[config.mk]
export PLATFORM = sky130hd
export DESIGN_NAME = load_store_unit
export DESIGN_NICKNAME = d
export VERILOG_FILES = /design/src/rtl/load_store_unit.sv
export SDC_FILE = /design/constraint.sdc
export NUM_CORES = 1
export LEC_CHECK = 0
export CORE_MARGIN = 1.5
export CORE_UTILIZATION = 53
export DETAILED_ROUTE_END_ITERATION = 6
export PLACE_DENSITY = 0.92
export SLEW_MARGIN = 20
export SYNTH_ARGS = -nofsm -noshare
export SYNTH_HDL_FRONTEND = slang
export SYNTH_SLANG_ARGS = --single-unit
[constraint.sdc]
create_clock -name clk -period 2.2 [get_ports clk]
set_input_delay 0.22 -clock clk [delete_from_list [all_inputs] [get_ports clk]]
set_output_delay 0.22 -clock clk [all_outputs]
set_load 0.005 [all_outputs]
[src/rtl/load_store_unit.sv]
// Data-memory initiator port for the rv32i core: one load/store at a time,
// word-wide bus with byte enables, misaligned split into two beats.
module load_store_unit #(
    parameter bit SUPPORT_MISALIGNED = 1'b1
) (
    input  logic        clk,
    input  logic        rst,
    input  logic        req_valid,
    output logic        req_ready,
    input  logic        req_write,
    input  logic [1:0]  req_size,
    input  logic        req_sign,
    input  logic [31:0] req_addr,
    input  logic [31:0] req_wdata,
    output logic        resp_valid,
    output logic [31:0] resp_rdata,
    output logic        resp_err,
    output logic        mem_req,
    input  logic        mem_gnt,
    output logic        mem_we,
    output logic [31:0] mem_addr,
    output logic [3:0]  mem_be,
    output logic [31:0] mem_wdata,
    input  logic        mem_rvalid,
    input  logic [31:0] mem_rdata
);

    typedef enum logic [2:0] {
        IDLE,
        REQ1,
        WAIT1,
        REQ2,
        WAIT2,
        RESP
    } state_t;

    state_t      state;
    logic        r_write;
    logic [1:0]  r_size;
    logic        r_sign;
    logic [1:0]  r_off;
    logic [31:0] r_addr;
    logic [3:0]  r_be_hi;
    logic [31:0] r_wd_hi;
    logic [31:0] r_word0;
    logic        r_two_beat;

    logic [3:0]  acc_mask;
    logic [7:0]  acc_be8;
    logic [63:0] acc_wd64;
    logic        acc_two_beat;
    logic        acc_illegal;

    // Lane placement of the incoming request; the upper half describes beat 2.
    always_comb begin
        acc_mask = 4'b0000;
        case (req_size)
            2'b00:   acc_mask = 4'b0001;
            2'b01:   acc_mask = 4'b0011;
            2'b10:   acc_mask = 4'b1111;
            default: acc_mask = 4'b0000;
        endcase
        acc_be8      = {4'b0000, acc_mask} << req_addr[1:0];
        acc_wd64     = {32'h0, req_wdata} << {req_addr[1:0], 3'b000};
        acc_two_beat = |acc_be8[7:4];
        acc_illegal  = (req_size == 2'b11) || (acc_two_beat && !SUPPORT_MISALIGNED);
    end

    function automatic logic [31:0] extend_load(input logic [63:0] words,
                                                input logic [1:0]  off,
                                                input logic [1:0]  size,
                                                input logic        uns);
        logic [31:0] raw;
        raw = 32'(words >> {off, 3'b000});
        case (size)
            2'b00:   extend_load = uns ? {24'h0, raw[7:0]}  : {{24{raw[7]}}, raw[7:0]};
            2'b01:   extend_load = uns ? {16'h0, raw[15:0]} : {{16{raw[15]}}, raw[15:0]};
            default: extend_load = raw;
        endcase
    endfunction

    always_ff @(posedge clk) begin
        if (rst) begin
            state      <= IDLE;
            req_ready  <= 1'b1;
            resp_valid <= 1'b0;
            resp_err   <= 1'b0;
            resp_rdata <= 32'h0;
            mem_req    <= 1'b0;
            mem_we     <= 1'b0;
            mem_addr   <= 32'h0;
            mem_be     <= 4'h0;
            mem_wdata  <= 32'h0;
            r_write    <= 1'b0;
            r_size     <= 2'b00;
            r_sign     <= 1'b0;
            r_off      <= 2'b00;
            r_addr     <= 32'h0;
            r_be_hi    <= 4'h0;
            r_wd_hi    <= 32'h0;
            r_word0    <= 32'h0;
            r_two_beat <= 1'b0;
        end else begin
            case (state)
                IDLE: begin
                    if (req_valid) begin
                        req_ready  <= 1'b0;
                        r_write    <= req_write;
                        r_size     <= req_size;
                        r_sign     <= req_sign;
                        r_off      <= req_addr[1:0];
                        r_addr     <= {req_addr[31:2], 2'b00};
                        r_be_hi    <= acc_be8[7:4];
                        r_wd_hi    <= acc_wd64[63:32];
                        r_two_beat <= acc_two_beat;
                        if (acc_illegal) begin
                            resp_valid <= 1'b1;
                            resp_err   <= 1'b1;
                            resp_rdata <= 32'h0;
                            state      <= RESP;
                        end else begin
                            mem_req   <= 1'b1;
                            mem_we    <= req_write;
                            mem_addr  <= {req_addr[31:2], 2'b00};
                            mem_be    <= acc_be8[3:0];
                            mem_wdata <= acc_wd64[31:0];
                            state     <= REQ1;
                        end
                    end
                end
                REQ1: begin
                    if (mem_gnt) begin
                        if (r_write && r_two_beat) begin
                            mem_addr  <= r_addr + 32'd4;
                            mem_be    <= r_be_hi;
                            mem_wdata <= r_wd_hi;
                            state     <= REQ2;
                        end else if (r_write) begin
                            mem_req    <= 1'b0;
                            resp_valid <= 1'b1;
                            resp_rdata <= 32'h0;
                            state      <= RESP;
                        end else begin
                            mem_req <= 1'b0;
                            state   <= WAIT1;
                        end
                    end
                end
                WAIT1: begin
                    if (mem_rvalid) begin
                        r_word0 <= mem_rdata;
                        if (r_two_beat) begin
                            mem_req   <= 1'b1;
                            mem_addr  <= r_addr + 32'd4;
                            mem_be    <= r_be_hi;
                            mem_wdata <= r_wd_hi;
                            state     <= REQ2;
                        end else begin
                            resp_valid <= 1'b1;
                            resp_rdata <= extend_load({32'h0, mem_rdata}, r_off, r_size, r_sign);
                            state      <= RESP;
                        end
                    end
                end
                REQ2: begin
                    if (mem_gnt) begin
                        mem_req <= 1'b0;
                        if (r_write) begin
                            resp_valid <= 1'b1;
                            resp_rdata <= 32'h0;
                            state      <= RESP;
                        end else begin
                            state <= WAIT2;
                        end
                    end
                end
                WAIT2: begin
                    if (mem_rvalid) begin
                        resp_valid <= 1'b1;
                        resp_rdata <= extend_load({mem_rdata, r_word0}, r_off, r_size, r_sign);
                        state      <= RESP;
                    end
                end
                RESP: begin
                    resp_valid <= 1'b0;
                    resp_err   <= 1'b0;
                    resp_rdata <= 32'h0;
                    req_ready  <= 1'b1;
                    state      <= IDLE;
                end
                default: begin
                    state <= IDLE;
                end
            endcase
        end
    end

endmodule

== After elaboration in Yosys (flattened, before gate mapping) ==
Index checks and enable logic that the tools add are counted.

* Register bits after elaboration: 213
* Bits in read-only memories: 0
* Memories: 0
* RAM bits: 0
* Logic and storage cells: 133
* Output and inout bits: 105
* Bits in latches: 0

* Multiply operators: 0
* Equal/unequal tests: 20
* Shift-type cells: 4
* Divide/modulo/power cells: 0
* $add $sub $neg: 1
* Muxes and demuxes: 70
* $lt $le $gt $ge: 0
* Bitwise logic cells: 1
* Reduce and logical (&&, ||, !) cells: 18

{| class="wikitable"
|+ Operator list
! operator !! count
|-
| 2-to-1 mux 32 bit || 25
|-
| case mux 32 bit (3 select lines) || 2
|-
| case mux 32 bit (6 select lines) || 1
|-
| case mux 32 bit (2 select lines) || 2
|-
| left shift 32 x 5 -> 64 bit || 1
|-
| right shift 64 x 5 -> 32 bit || 1
|-
| adder 32 x 3 -> 32 bit (second input constant) || 1
|-
| right shift 32 x 5 -> 32 bit || 1
|-
| 2-to-1 mux 3 bit || 9
|-
| 2-to-1 mux 4 bit || 6
|-
| case mux 4 bit (3 select lines) || 2
|-
| inequality test 2 bit (second input constant) || 11
|-
| 2-to-1 mux 1 bit || 18
|-
| case mux 3 bit (5 select lines) || 1
|-
| AND reduction 9 bit || 1
|-
| AND reduction 8 bit || 1
|-
| left shift 4 x 2 -> 8 bit || 1
|-
| AND reduction 7 bit || 1
|-
| equality test 3 x 2 -> 1 bit (second input constant) || 2
|-
| equality test 3 bit (second input constant) || 2
|-
| case mux 1 bit (6 select lines) || 1
|-
| AND reduction 2 bit || 3
|-
| AND reduction 3 bit || 2
|-
| nonzero test 6 bit || 1
|-
| other kinds (14) || 18
|}

== Logic depth before layout (Yosys ltp) ==
Gate-level depths: netlist of the first run.

* Depth in word-level cells: 6
* Mapped depth: 8

== Worst setup path after synthesis of the first run ==
No wires, ideal clock.

* Path type: flip-flop to flip-flop
* Start: reg r_addr[2]
* End: reg mem_addr[20]
* Data arrival time: 1,742 ps
* Stages on the path, launching flop included: 7
* Path slack: 338 ps
* Period minus slack after synthesis: 1,862 ps
* Setup time: 120 ps
* Cell sequence: dfxtp_1 ha_1 nand4_1 or4_1 o21ai_0 nor3b_1 o2bb2ai_1

* Longest elaborated chain between the ends: 4

{| class="wikitable"
|+ RTL lines
! what !! RTL line !! RTL
|-
| from (decl) || 42 || <nowiki>logic [31:0] r_addr;</nowiki>
|-
| from (signal assigned) || 112 || <nowiki>r_addr <= {req_addr[31:2], 2'b00};</nowiki>
|-
| adder 32 x 3 -> 32 bit * || 134, 154 ||
|-
| 2-to-1 mux 32 bit, on equally long branches || 152, 133 ||
|-
| 2-to-1 mux 32 bit, on equally long branches || 150, 132 ||
|-
| case mux 32 bit (3 select lines) * || 104 || <nowiki>case (state)</nowiki>
|-
| to (signal assigned) || 124 || <nowiki>mem_addr <= {req_addr[31:2], 2'b00};</nowiki>
|-
| to (signal assigned) || 134 || <nowiki>mem_addr <= r_addr + 32'd4;</nowiki>
|-
| to (signal assigned) || 154 || <nowiki>mem_addr <= r_addr + 32'd4;</nowiki>
|-
| to (decl) || 21 || <nowiki>output logic [31:0] mem_addr,</nowiki>
|}

Mark *: on every way between the ends. The rest lies on a longest branch, timed or not. The select of a mux whose other input is x is not followed.
A chain may end at the register's enable or synchronous reset.

== Final worst setup path of the first run ==
* Start: reg state[2]
* End: reg resp_rdata[25]

* Longest elaborated chain between the ends: 3

{| class="wikitable"
|+ RTL lines
! what !! RTL line !! RTL
|-
| from (decl) || 37 || <nowiki>state_t state;</nowiki>
|-
| from (signal assigned) || 84 || <nowiki>state <= IDLE;</nowiki>
|-
| from (signal assigned) || 120 || <nowiki>state <= RESP;</nowiki>
|-
| from (signal assigned) || 127 || <nowiki>state <= REQ1;</nowiki>
|-
| equality test 3 bit (tied with other cells) || 104 ||
|-
| nonzero test 6 bit (no source line) or inequality test 2 bit (tied branches) || n/a ||
|-
| AND reduction 9 bit (no source line) || n/a ||
|-
| to (signal assigned) || 160 || <nowiki>resp_rdata <= extend_load({32'h0, mem_rdata}, r_off, r_size, r_sign);</nowiki>
|-
| to (signal assigned) || 180 || <nowiki>resp_rdata <= extend_load({mem_rdata, r_word0}, r_off, r_size, r_sign);</nowiki>
|-
| to (decl) || 16 || <nowiki>output logic [31:0] resp_rdata,</nowiki>
|}

Parallel ways exist; a longest one is shown, timed or not.

==> results.cfg, run 1 <==
[run_status]
status = complete, no violations

[hold_path]
min-delay-start = rst
min_to = state[1]
hp-class = in2reg
hold_depth = 3

[worst_setup_path]
rr_worst_depth = 5
r2r_end = resp_rdata[25]
r2r_slack_ps = 110
cp-start-kind = register
crit_buf_inv = 1
cp.arrival_ps = 2520
critPathRequiredTime_ps = 2630
end_kind = register
slowest_stage = dfxtp_1
worstPathCellList = buf_4 -> and2_1 -> and2_1 -> a32oi_1 -> a31oi_1
cp_common_cell = and2_1
cpLargestDelayFamily = simple AND/OR/NAND/NOR gates
max_stage_delay_ps = 600
path_max_fanout = 11
r2r_start = state[2]
path_class = reg2reg

[sta]
slew_headroom_pct = 50.1
finalHoldViolCount = 0
period_share_pct = 94.9
grt_setup_unrepaired = no
worst_pin_slew_ps = 747
setup-violations-final = 0
skew_ps = 11.1
fin_crit_ps = 2090
drv_slew = 0
fmax_mhz = 479

[pwr]
p_leak_nw = 4.73
p_per_area_mw_per_mm2 = 1130
p_comb_share_pct = 42.3
peakVddDrop_mv = 0.794
pwr-share-clk_pct = 24.8
swShare_pct = 37.3
power.total_mw = 15.8
p_seq_share_pct = 32.9
intPower_mw = 9.92
p_switching_mw = 5.91

[synthesis]
netlist_area_sq_mm = 0.0107
synth_area_leader_cell = dfxtp_1
synth.top_cells.by_area = dfxtp_1, nand2_1, a21oi_1
synth_top_area_share_pct = 37.8
synth_commonest_cells = nand2_1, dfxtp_1, a21oi_1
synth.ff_latch_count = 202
synthFlopType = dfxtp_1
avgSynthCellArea_sq_um = 7.93
synth_most_common_cell = nand2_1
synth_cell_types = 67
synth_cells = 1349
ys_seq_area_share_pct = 37.8
ys_warn_count = 0
synth_edf_count = 0
synth-async-reset-ratio_pct = 0

[route]
finalWirelength_um = 35100
drtIter0Drc = 1334
drc = 0
firstDrtPassIters = 6
vias = 11300
viasPerCell = 6.29
wl_per_cell_um = 19.5
final_antenna_net_count = 0

[finish]
layout.cells.non_filler = 1803
areaGrowthSynthToFinish_pct = 30.7
drive_above_1_share_pct = 9.77
nets = 1630

[place]
dp.cells = 1761
gp_congestion = 0.955
port_buffers = 207
place_hpwl_um = 24200

[grt]
grt_max_degree = 54
grt_pass1_vias = 10400
grtUsageTotal_pct = 31.9
antenna_found_initial = 2
grt_pass1_wl_um = 55600
grt-ovfl-total = 0

[floorplan]
die_y_um = 145
dieArea_sq_mm = 0.0211
rows = 51
start_util_pct = 54.4
fp.dieW_um = 145
ioPinCount = 210
core_sq_mm = 0.0197

[clock_tree]
clkTransAtPathRegs_ps = 70
cts_buffer_depth = 3
clock_sinks = 202
postCtsHoldBufs = 0
cts_made_buffers = 22
cts-root-buf = clkbuf_16
htreeDepth = 1
cts_tree = built
clk-insertion-delay-late_ps = 510

[job]
max_cap_violations = 0
## tightest hold or removal path: stages
cell and delay (ps):
buf_4 140, or2_2 130, a21oi_1 40
## metal layers
layer / GRT usage [%] / vias up / wire length [um]
li1: - / 5228 / -
met1: 43.6 / 5246 / 14000
met2: 49.9 / 757 / 16100
met3: 5.38 / 115 / 3550
met4: 13.3 / 0 / 1460
met5: 0 / - / 0
## metrics by stage
| stage | utilization [%] | setup TNS, ps | area, sq um | hold slack [ps] | worst slack (ps) |
|---|---|---|---|---|---|
| after floorplan | - | 0 | 10700 | 356 | 338 |
| after global placement | 67.0 | -1160 | 13200 | 439 | -147 |
| after detailed placement | 67.0 | -1610 | 13200 | 444 | -184 |
| after CTS | 70.9 | 0 | 13900 | 45.9 | 50.4 |
| after global routing | 71.2 | 0 | 14000 | 62.1 | 17.9 |
| final | 71.2 | 0 | 14000 | 59.9 | 112 |
## power groups by stage
stage | clock, mW | combinational [mW] | sequential, mW
floorplan | 0 | 3.86 | 5.06
global placement | 0 | 6.31 | 5.21
detailed placement | 0 | 6.48 | 5.23
CTS | 3.95 | 6.56 | 5.18
global route | 4.11 | 7.22 | 5.30
finish | 3.93 | 6.69 | 5.21
## layout by cell type (no fill, tap or decap), types with 23 or more instances in the layout
cell             count
o21ai_0             68
nor3_1              40
a21oi_1            142
clkdlybuf4s50_1    204
a31oi_1             27
clkbuf_16           23
nor2_1              74
nand2_1            260
nand3_1             44
a211oi_1            29
buf_4               53
dfxtp_1            199
mux2i_1             62
## area by class of cell
class,instances,area [sq um]
Multi-Input combinational cell,1015,6120
Clock buffer,27,631
Fill cell,1479,5670
Sequential cell,202,4050
Inverter,10,37.5
Tap cell,265,332
Clock inverter,11,141
Antenna cell,3,7.51
Timing Repair Buffer,270,2670
## worst max-delay path by stage
stage / slack (ps) / end / cells past startpoint / startpoint
2_1_floorplan: 340 / mem_addr[20] / 6 / r_addr[2]
6_report: 110 / resp_rdata[25] / 5 / state[2]
4_1_cts: 50 / resp_rdata[19] / 8 / r_off[0]
5_1_grt: 20 / resp_rdata[18] / 9 / r_off[0]
3_3_place_gp: -150 / mem_addr[11] / 7 / req_size[0]
3_5_place_dp: -180 / mem_addr[24] / 7 / req_size[0]
## registers in the layout, summed over array words and instances, names as in the netlist
signal	flops
r_addr	30
mem_addr	30
r_word0	32
r_off	2
mem_wdata	32
mem_be	4
r_sign	1
state	3
r_write	1
resp_err	1
req_ready	1
mem_we	1
r_be_hi	3
resp_valid	1
resp_rdata	32
r_wd_hi	24
r_two_beat	1
mem_req	1
r_size	2
## cell families after synthesis
family / count (synthesis) / synth area share, %
xor+xnor: 20 / 1.64
fa+ha+maj: 4 / 0.468
mux: 86 / 9.69
flops: 202 / 37.8
simple gates: 516 / 22.2
compound gates: 387 / 22.7
buf+inv: 133 / 5.43
other cells: 1 / 0.0350
## what timing repair did
item	CTS	global route
endpoints found under the setup margin	1	31
gates resized for setup	1	7
setup buffers	0	1
pin swaps	0	2
Power figures use the tool's default switching activity.
==> run 2, diff against run 1 <==
- CORE_UTILIZATION: 53 -> 55
- DONT_BUFFER_PORTS: default -> 1
- PLACE_DENSITY: 0.92 -> 0.8
==> run 2 against run 1 <==
  * The flow now finishes with violations (hold timing)
  * Clock skew up 4.2 ps
  * Clock power decreased by 4%
  * Sequential share of layout area grew 2.2 points
  * Worst setup slack worse by 51 ps
  * Critical endpoint is now r_addr[7]
  * Largest power group unchanged
==> results.cfg, run 2 (synthesis gave the netlist of run 1 again) <==
[worst_setup_path]
critPathRequiredTime_ps = 2600
critPathLaunch = state[2]
r2r_start = state[2]
path_class = reg2reg
cp.arrival_ps = 2540
cp-start-kind = register
path_max_fanout = 33
end_kind = register

[sta]
period_share_pct = 97.2
grt_setup_unrepaired = yes
worst_pin_slew_ps = 933
finalHoldViolCount = 3
skew_ps = 15.2
fin_setup_tns_ps = 0
fmax_mhz = 467
setup-violations-final = 0
slew_headroom_pct = 37.2
whs_ps = -4.09
fin_crit_ps = 2140
drv_slew = 0
finalWorstSetupSlack_ps = 60.7

[floorplan]
fp.dieW_um = 142
start_util_pct = 56.6
rows = 50
die_y_um = 142
core_sq_mm = 0.0189
ioPinCount = 210
dieArea_sq_mm = 0.0203

[place]
pre_cts_ws_ps = 86.7
port_buffers = 0
place_hpwl_um = 21700
placed_cell_area_sq_mm = 0.0109
gp_congestion = 0.952

[finish]
nets = 1526
diodes = 0
reg_top3 = mem_wdata: 32 flops, r_word0: 32 flops, resp_rdata: 32 flops
layout_commonest_cell = nand2_1
areaGrowthSynthToFinish_pct = 21.5
drive_above_1_share_pct = 8.94
fillers = 1449
multi_input_area_sq_mm = 0.00614
stdcell_area_sq_mm = 0.0130
ff_latch_area_sq_mm = 0.00405
final_cell_mix = nand2_1, dfxtp_1, a21oi_1

[route]
highest_layer = met4
final_antenna_net_count = 0
drtIter0Drc = 1248
firstDrtPassIters = 6
wl_met3_um = 4690
drc = 0
wl_per_cell_um = 21.0
drt-met1-wl_um = 14200
viasPerCell = 6.51
vias = 11000
met2WireLength_um = 15600
finalWirelength_um = 35600

[grt]
grt_pass1_vias = 9230
grt_max_degree = 165
grtUsageTotal_pct = 30.9
grt_pass1_wl_um = 50300
antenna_found_initial = 0
grt-ovfl-total = 0

[clock_tree]
cts-root-buf = clkbuf_16
cts_buffer_depth = 3
clkTransAtPathRegs_ps = 60
htreeDepth = 1
clock_sinks = 202
clk-insertion-delay-late_ps = 510
cts_tree = built
cts_made_buffers = 23
cts_setup_buffers = 0

[pwr]
power.total_mw = 14.7
p_per_area_mw_per_mm2 = 1130
peakVddDrop_mv = 0.667
p_leak_nw = 4.49

[hold_path]
min-delay-start = req_addr[12]
hp-class = in2reg

[run_status]
status = finished with violations
failed_checks = hold timing

[job]
max_cap_violations = 0
## run 2: final timing paths
kind | to | slack [ps] | cells past startpoint
setup / recovery | r_addr[7] | 60 | 6
hold / removal | mem_addr[12] | -4 | 3
setup reg to reg | r_addr[7] | 60 | 6
hold reg to reg | r_word0[1] | 460 | 2
## run 2: report_power, final
part | switching [mW] | internal, mW | total [mW] | leakage, nW
registers | 0.837 | 4.51 | 5.35 | 1.65
clock network | 1.51 | 2.27 | 3.78 | 0.370
logic | 3.31 | 2.25 | 5.57 | 2.47
## run 2: routing by layer
metal	vias up	GRT usage [%]
li1	5005	-
met1	5192	42.0
met2	694	45.7
met3	112	11.6
met4	0	8.30
met5	-	0
## run 2: what timing repair did
action | CTS | global route
resized for setup | 0 | 11
endpoints found under the hold margin | 181 | 152
hold buffers | 29 | 97
endpoints found under the setup margin | 0 | 28
## run 2: worst max-delay path, stage by stage, from the launching register on
cell and delay, ps:
dfxtp_2 370, buf_4 210, or3_4 450, clkbuf_16 240, nand2_1 120, a21oi_1 80
dlygate4sd3_1 550
## run 2: layout make-up
cell class	instances	share of cell area (%)
Inverter	10	0.289
Multi-Input combinational cell	1015	47.2
Clock buffer	32	5.23
Tap cell	260	2.50
Timing Repair Buffer	165	13.1
Sequential cell	202	31.2
Clock inverter	7	0.510
## run 2: stage by stage
step           std cells  utilization (%)
5_1_grt             1691             68.8
2_1_floorplan       1350                -
3_3_place_gp        1525             57.8
3_5_place_dp        1525             57.8
4_1_cts             1593             63.2
6_report            1691             68.8
==> edit, RTL diff (settings of run 2) <==
Re-encode `state_t` (6 states) as one-hot, 6 bits wide.
--- a/src/rtl/load_store_unit.sv
+++ b/src/rtl/load_store_unit.sv
@@ -27,9 +27,9 @@
 
-    typedef enum logic [2:0] {
-        IDLE,
-        REQ1,
-        WAIT1,
-        REQ2,
-        WAIT2,
-        RESP
+    typedef enum logic [5:0] {
+        IDLE  = 6'b000001,
+        REQ1  = 6'b000010,
+        WAIT1 = 6'b000100,
+        REQ2  = 6'b001000,
+        WAIT2 = 6'b010000,
+        RESP  = 6'b100000
     } state_t;
Function: same outputs for any inputs over 4 cycles, from zero or initial values and one cycle with rst high; so few cycles prove little.
==> edit against run 2 <==
The flow finishes with violations (DRC, hold timing, setup timing); sequential power down 4.9%; non-clock buffer count fell by 65; worst setup slack worse by 0.19 ns; power is 6.8% lower; wire length decreased by 5.4%; sequential cell count grew 3; highest routed layer unchanged; final area decreased by 1.5%; synthesized area rose by 0.14%; count of clock-buffer cells in the layout fell by 3.
==> edit: results (changes against run 2) <==
Placement
  – Placed Cells incl. Taps: 1521 (-0.26%)
  – Post-Place Worst Slack: -0.08906 ns (-0.1757 ns)
  – Placed wire-length estimate: 20950 µm (-3.4%)
  – DP Area: 11260 µm² (+3.2%)
  – Routability cong.: 0.9372 (-1.6%)

Timing
  – Setup_tns: -5.344 ns (-5.344 ns)
  – Hold Slack: -0.2138 ns (-0.2097 ns)
  – Skew final: 0.008003 ns (-0.007233 ns)
  – Setup ws final: -0.1272 ns (-0.1879 ns)
  – Final setup fails: 86 (+86)
  – Hold Violations, Final: 201 (+198)
  – Max transition margin: 0.4820 (+0.1097)

Pwr
  – Seq. pwr: 5.09 mW (-4.9%)
  – Leak: 4.734 nW (+5.5%)
  – P_clk: 3.96 mW (+5%)
  – Clk pwr share: 0.289 (+0.032)
  – VDD IR-drop max: 0.0007567 V (+13%)

Layout
  – # fillers: 1451 (+0.14%)
  – Non-filler cells, final: 1586 (-6.2%)
  – Share of post-route cells with drive strength above 1: 0.2097 (+0.1202)
  – Design area: 12810 µm² (-1.5%)

Setup path
  – Worst EP arrival: 2.72 ns (+0.18 ns)
  – Kind of cell adding the most delay to the critical path: compound AO/OA/AOI/OAI gates
  – CP max-delay cell: a2111oi_4
  – Worst Path Max Fanout: 8 (-76%)
  – Crit-path max cell delay: 0.46 ns (-0.09 ns)

Detailed routing
  – 1st-iter DRT viols: 1048 (-16%)
  – Avg Vias per Cell: 6.466 (-0.63%)
  – DRC Markers: 1 (+1)
  – Detailed-router iteration count before antenna repair: 7 (+1)

CTS
  – Hold buffers post-CTS: 5 (-83%)

Global route
  – Vias in the first global route: 9436 (+2.2%)
  – First-pass GRT wire length: 49610 µm (-1.5%)
  – Largest net degree at the start of global routing: 208 (+26%)

Outcome
  – Status: finished, violations left
  – Failing checks: DRC, hold timing, setup timing

Logic synthesis
  – Register area share after synthesis: 0.3830 (+0.005075)
  – Syn Area/Cell: 8.211 µm² (+3.5%)
  – Synth top area cells: dfxtp_1, nand2_1, mux2i_1, a21oi_1, nor2_1
  – Synth async-reset ratio: 0 (unchanged)
  – Post-synth cell types: 64 (-4.5%)
## edit: layout make-up
cell class | count | area share
multi-input combinational | 974 | 0.5041
sequential | 205 | 0.3213
timing repair buffer | 100 | 0.08662
clock buffer | 29 | 0.04824
tap | 260 | 0.02539
clock inverter | 12 | 0.01260
inverter | 6 | 0.001758
## edit: worst register-to-register path: stages, from the launching register on
cell and delay (ns):
dfxtp_4 0.36, buf_4 0.15, xor2_1 0.16, and3_4 0.21, a2111oi_4 0.46, o211ai_4 0.19
a221oi_4 0.37, clkbuf_16 0.24, a211oi_2 0.07
## edit: repair_timing
action	4_1_cts	5_1_grt
cloned	2	7
resized for setup	23	88
endpoints found under the hold margin	205	204
endpoints found under the setup margin	63	157
pin swaps	10	41
setup buffers	7	6
## edit: final timing paths
kind / start / endpoint / slack, ns / depth (start not counted)
hold reg to reg: r_wd_hi[18] / r_wd_hi[18] / 0.45 / 2
setup reg to reg: state[2] / resp_rdata[22] / -0.13 / 8
setup / recovery: state[2] / resp_rdata[22] / -0.13 / 8
hold / removal: rst / resp_rdata[13] / -0.21 / 1
## edit: layer usage
| layer | wire [µm] | up-vias | GRT usage |
|---|---|---|---|
| li1 | - | 4723 | - |
| met1 | 13080 | 4780 | 0.3883 |
| met2 | 15250 | 615 | 0.4722 |
| met3 | 3783 | 137 | 0.08412 |
| met4 | 1548 | 0 | 0.1432 |
| met5 | 0 | - | 0 |
## edit: cell families after synthesis
group / synth area share
AO/OA/AOI/OAI: 0.2039
XOR/XNOR: 0.02452
adder cells (fa/ha/maj): 0.003503
buffers and inverters: 0.05266
flip-flops: 0.3830
multiplexers: 0.1199
other: 0.0003500
AND/OR/NAND/NOR: 0.2122
